<file path="src/rtl/muldiv_unit.sv">
// muldiv_unit: sequential multiply/divide unit with architectural HI/LO registers.
// Iterates WIDTH/BITS_PER_CYCLE steps: shift-add multiply, restoring divide.
// Optional macro SIGNED_MULDIV_EN: MULT/DIV (op[1]=1) use two's-complement
// operands; when undefined, op[1] is ignored and MULT/DIV behave as MULTU/DIVU.
//
// state | meaning
// IDLE  | waiting for start
// CALC  | iterating, busy=1 for WIDTH/BITS_PER_CYCLE cycles
// DONE  | done=1 for one cycle, hi/lo/div_by_zero hold the new result

module muldiv_unit #(
    parameter int WIDTH          = 32,
    parameter int BITS_PER_CYCLE = 1
) (
    input  logic             clk,
    input  logic             reset,
    input  logic             start,
    input  logic [1:0]       op,
    input  logic [WIDTH-1:0] a,
    input  logic [WIDTH-1:0] b,
    output logic             busy,
    output logic             done,
    output logic             div_by_zero,
    output logic [WIDTH-1:0] hi,
    output logic [WIDTH-1:0] lo
);

    localparam int BPC   = BITS_PER_CYCLE;
    localparam int STEPS = WIDTH / BPC;
    localparam int CW    = $clog2(STEPS + 1);

    typedef enum logic [1:0] {IDLE, CALC, DONE} state_t;

    state_t             state;
    logic [CW-1:0]      count;
    logic               is_div;
    logic               b_zero;
    logic               neg_q;
    logic               neg_r;
    logic [WIDTH-1:0]   a_orig;
    logic [WIDTH-1:0]   mcand;
    logic [2*WIDTH-1:0] work;

    logic               a_neg, b_neg;
    logic [WIDTH-1:0]   a_mag, b_mag;
    logic [2*WIDTH-1:0] work_nxt;
    logic [WIDTH+BPC-1:0] mul_sum;
    logic [WIDTH:0]     trial;
    logic [WIDTH-1:0]   rem, quo;
    logic [2*WIDTH-1:0] prod_fix;
    logic [WIDTH-1:0]   res_hi, res_lo;

`ifndef SIGNED_MULDIV_EN
    logic unused_op_sign;
    assign unused_op_sign = op[1];
`endif

    // Operand conditioning at start: signed ops are reduced to magnitudes.
    always_comb begin
        a_neg = 1'b0;
        b_neg = 1'b0;
`ifdef SIGNED_MULDIV_EN
        if (op[1]) begin
            a_neg = a[WIDTH-1];
            b_neg = b[WIDTH-1];
        end
`endif
        a_mag = a_neg ? -a : a;
        b_mag = b_neg ? -b : b;
    end

    // One iteration step: BPC multiplier bits added in, or BPC quotient bits produced.
    always_comb begin
        mul_sum = {{BPC{1'b0}}, work[2*WIDTH-1:WIDTH]}
                + ((WIDTH+BPC)'(mcand) * (WIDTH+BPC)'(work[BPC-1:0]));
        rem   = work[2*WIDTH-1:WIDTH];
        quo   = work[WIDTH-1:0];
        trial = '0;
        for (int i = 0; i < BPC; i++) begin
            trial = {rem, quo[WIDTH-1]};
            quo   = {quo[WIDTH-2:0], 1'b0};
            if (trial >= {1'b0, mcand}) begin
                trial  = trial - {1'b0, mcand};
                quo[0] = 1'b1;
            end
            rem = trial[WIDTH-1:0];
        end
        if (is_div) work_nxt = {rem, quo};
        else        work_nxt = {mul_sum, work[WIDTH-1:BPC]};
    end

    // Final result from the last step, with sign fix-up and divide-by-zero override.
    always_comb begin
        prod_fix = neg_q ? -work_nxt : work_nxt;
        res_hi   = prod_fix[2*WIDTH-1:WIDTH];
        res_lo   = prod_fix[WIDTH-1:0];
        if (is_div) begin
            res_lo = neg_q ? -work_nxt[WIDTH-1:0] : work_nxt[WIDTH-1:0];
            res_hi = neg_r ? -work_nxt[2*WIDTH-1:WIDTH] : work_nxt[2*WIDTH-1:WIDTH];
            if (b_zero) begin
                res_lo = '1;
                res_hi = a_orig;
            end
        end
    end

    // Control FSM and datapath registers; hi/lo only change on entry to DONE.
    always_ff @(posedge clk) begin
        if (reset) begin
            state       <= IDLE;
            busy        <= 1'b0;
            done        <= 1'b0;
            div_by_zero <= 1'b0;
            hi          <= '0;
            lo          <= '0;
            count       <= '0;
            is_div      <= 1'b0;
            b_zero      <= 1'b0;
            neg_q       <= 1'b0;
            neg_r       <= 1'b0;
            a_orig      <= '0;
            mcand       <= '0;
            work        <= '0;
        end else begin
            done <= 1'b0;
            case (state)
                CALC: begin
                    work  <= work_nxt;
                    count <= count - 1'b1;
                    if (count == CW'(1)) begin
                        state       <= DONE;
                        busy        <= 1'b0;
                        done        <= 1'b1;
                        hi          <= res_hi;
                        lo          <= res_lo;
                        div_by_zero <= b_zero;
                    end
                end
                default: begin
                    // IDLE and DONE both accept a new request
                    if (start) begin
                        state  <= CALC;
                        busy   <= 1'b1;
                        count  <= CW'(STEPS);
                        is_div <= op[0];
                        b_zero <= op[0] & (b == '0);
                        neg_q  <= a_neg ^ b_neg;
                        neg_r  <= a_neg & op[0];
                        a_orig <= a;
                        if (op[0]) begin
                            mcand <= b_mag;
                            work  <= {{WIDTH{1'b0}}, a_mag};
                        end else begin
                            mcand <= a_mag;
                            work  <= {{WIDTH{1'b0}}, b_mag};
                        end
                    end else begin
                        state <= IDLE;
                    end
                end
            endcase
        end
    end

endmodule

</file>
<file path="config.mk">
export PLATFORM = sky130hd
export DESIGN_NAME = muldiv_unit
export DESIGN_NICKNAME = d
export VERILOG_FILES = /design/src/rtl/muldiv_unit.sv
export SDC_FILE = /design/constraint.sdc
export NUM_CORES = 1
export LEC_CHECK = 0
export CORE_MARGIN = 2
export CORE_UTILIZATION = 63
export DETAILED_ROUTE_END_ITERATION = 8
export GPL_ROUTABILITY_DRIVEN = 0
export PLACE_DENSITY = 0.89
export SLEW_MARGIN = 20
export SYNTH_ARGS = -nofsm -noshare
export SYNTH_HDL_FRONTEND = slang
export SYNTH_SLANG_ARGS = --single-unit
</file>
<file path="constraint.sdc">
create_clock -name clk -period 5 [get_ports clk]
set_clock_uncertainty 0.05 [all_clocks]
set_input_delay 1 -clock clk [delete_from_list [all_inputs] [get_ports clk]]
set_output_delay 1 -clock clk [all_outputs]
set_load 0.005 [all_outputs]
</file>
==> impl_results.md <==
- Unrepaired setup endpoints after global routing: no
- Placed cell areas: 15100 sq um
- Setup TNS: 0 ns
- Mean cell area of the mapped netlist: 7.99 sq um
- DIE AREA: 23000 sq um
- Worst slew margin: 23.3%
- Post-layout util: 73.6%
- Die height: 152 um
- XOR/XNOR Fraction of Synth Area: 3.50%
- Critical path class: reg2reg
- Final instance area: 15900 sq um
- Share of cells above drive strength 1: 6.04%
- Fin crit period: 3.87 ns
- Area leader, netlist: dfxtp_1
- Simple-gate portion of the synthesized area: 17.9%
- Slew @ Worst Pin: 1.15 ns
- Post-CTS Setup Bufs: 0
- Worst Hold Class: reg2reg
- Sequential area share after synthesis: 29.8%
- Core area: 21600 sq um
- Rows: 54
- Final Power: 4.82 mW
- CP endpoint kind: register
- Ys Warns: 0
- Synth async-reset ratio: 0%
- Total congestion overflow: 0
- Post-Route WL: 43400 um
- Crit share post-route: 77.4%
- Power per Cell Area: 303 nW/um^2
- Primary FF master, synth: dfxtp_1
- Max-Cap Viols: 0
- Ranking of synthesized cells by area: dfxtp_1, mux2i_1, a211oi_1
- Wire length per cell: 21.0 um
- Largest fanout on the critical path: 29
- Status: finished clean
- Final ANT Viol Nets: 0
- Total CTS buffers: 23
- Fin. Hold Viols: 0
- Synth Area in Compound Gates: 27.8%
- Synth top area share: 29.8%
- Initial antenna violation count: 0
- Via density: 6.83
- VDD IR max: 0.295 mV
- Synth Instances: 1721
- Clk sinks: 205
- Fin nets: 1910
- H-tree Lvls: 1
- Hold slack: 0.402 ns
- I/O pin cnt: 136
- DP HPWL: 30300 um
- CTS Root Cell: clkbuf_16
- Number of hold buffers added after cts: 0
- Gr usage total: 36.6%
- First-pass GRT wire length: 67000 um
- Die Wd: 152 um
- Clock Latency Late Sink: 0.52 ns
- Syn_nets: 1858
- Lkg Pwr: 6.18 nW
- CP required: 5.30 ns
- Diode count: 0
- CTS Buffer Depth: 3
- DR DRC count: 0
- Cell area after synthesis: 13800 sq um
- Worst-path clk slew: 0.06 ns
- Final Setup Violations: 0
- DRT iter0 DRCs: 1617
- Max Fclk: 259 MHz
- EDFF count, synth: 0
- Final Max Tran Viols: 0
- PostCTS Resize Cnt: 0
- Startpoint types: register
- Area share of fa/ha/maj cells after synthesis: 6.30%
- CP arrival: 4.17 ns
- Yosys cell types: 90
- Via Count: 14100
- Vias in the first global route: 12900
- Layout area overhead: 15.6%
- Detailed Routing Iterations Pass 1: 8
- Initial Utilization: 63.6%
- Largest family of logic cells by synthesized area: compound AO/OA/AOI/OAI gates
- PortBufs: 134
- Synth Register Bits: 205
- Mux share of post-synthesis cell area: 9.15%
- Largest net degree at the start of global routing: 95
- TritonCTS clock tree: done
where the power goes:
group	leakage, nW	switching [mW]	internal [mW]	total, mW
clock network	0.392	0.703	1.12	1.82
logic	4.11	0.687	0.466	1.15
registers	1.68	0.121	1.73	1.85
cells in the final DEF (no fill, tap or decap), types with 6 or more instances in the layout:
cell type / n
a211oi_1: 124
a21o_1: 29
a21oi_1: 154
a221oi_1: 10
a311oi_1: 14
a31oi_1: 8
and2_1: 34
and3_1: 10
buf_4: 22
clkbuf_16: 23
clkbuf_8: 8
clkdlybuf4s50_1: 132
dfxtp_1: 204
ha_1: 66
inv_1: 52
mux2_1: 8
mux2_2: 6
mux2i_1: 110
nand2_1: 191
nand2b_1: 14
nand3_1: 26
nand4_1: 15
nor2_1: 164
nor2b_1: 7
nor3_1: 38
nor4_1: 10
o211ai_1: 11
o21a_1: 11
o21ai_0: 48
o21ai_1: 8
o21bai_1: 13
o221ai_1: 33
o31ai_1: 8
xnor2_1: 31
xor2_1: 24
synthesized netlist by cell type (all sizes together), types with 5 or more instances:
master,n
nand2b,14
ha,66
dfxtp,205
a31oi,8
nor3,42
a21o,30
o31a,5
and2,34
or3,5
nor2b,8
nand3,26
buf,26
clkbuf,102
mux2i,110
nand4,15
inv,53
o21bai,14
xor2,24
a21oi,154
o31ai,9
nor2,166
nand2,193
a221oi,11
a211oi,128
nor4,10
o221ai,33
and3,12
a21boi,5
a2111oi,7
o211ai,12
xnor2,31
a311oi,14
o21a,11
o21ai,57
mux2,14
flip-flops by register name, indices dropped and copies added (netlist names):
register     count
work            64
a_orig          32
hi              32
lo              32
mcand           32
count            6
state            2
b_zero           1
busy             1
div_by_zero      1
done             1
is_div           1
cell families after synthesis:
family,Yosys count
flops,205
fa+ha+maj,68
compound gates,544
mux,124
simple gates,542
buf+inv,183
xor+xnor,55
per-stage QoR:
stage | setup slack (ns) | instances
3_5_place_dp | 1.37 | 2028
2_1_floorplan | 1.70 | 1721
3_3_place_gp | 1.45 | 2028
4_1_cts | 1.28 | 2069
6_report | 1.13 | 2069
5_1_grt | 1.00 | 2069
path summary, 6_finish.rpt:
check / start / endpoint / slack (ns) / depth (start not counted)
worst max-delay path: mcand[5] / work[33] / 1.13 / 11
worst min-delay path: hi[7] / hi[7] / 0.40 / 2
worst max register to register: mcand[5] / work[33] / 1.13 / 11
worst min register to register: hi[7] / hi[7] / 0.40 / 2
metal layers:
layer | wire length [um] | vias up | track usage [%]
met1 | 16700 | 6509 | 48.5
met4 | 2190 | 0 | 16.4
met3 | 5590 | 198 | 8.53
met5 | 0 | - | 0
li1 | - | 6447 | -
met2 | 18900 | 984 | 56.8
final cells by class:
type / count / area (sq um)
fillers: 1492 / 5720
well taps: 280 / 350
multi-input cells: 1333 / 8910
repair buffers: 156 / 1520
flip-flops and latches: 205 / 4110
clock buffers: 35 / 701
inverters: 54 / 203
clock inverters: 6 / 110
critical path: stages, from the launching register on:
cell and delay [ns]:
dfxtp_1 0.44, inv_1 0.08, ha_1 0.40, nand4_1 0.22
nor4_1 0.36, nand3_1 0.20, a31o_2 0.31, nand2_2 0.53
buf_4 0.34, mux2_1 0.38, a211oi_1 0.30, nor3_1 0.08
Power figures use the tool's default switching activity.
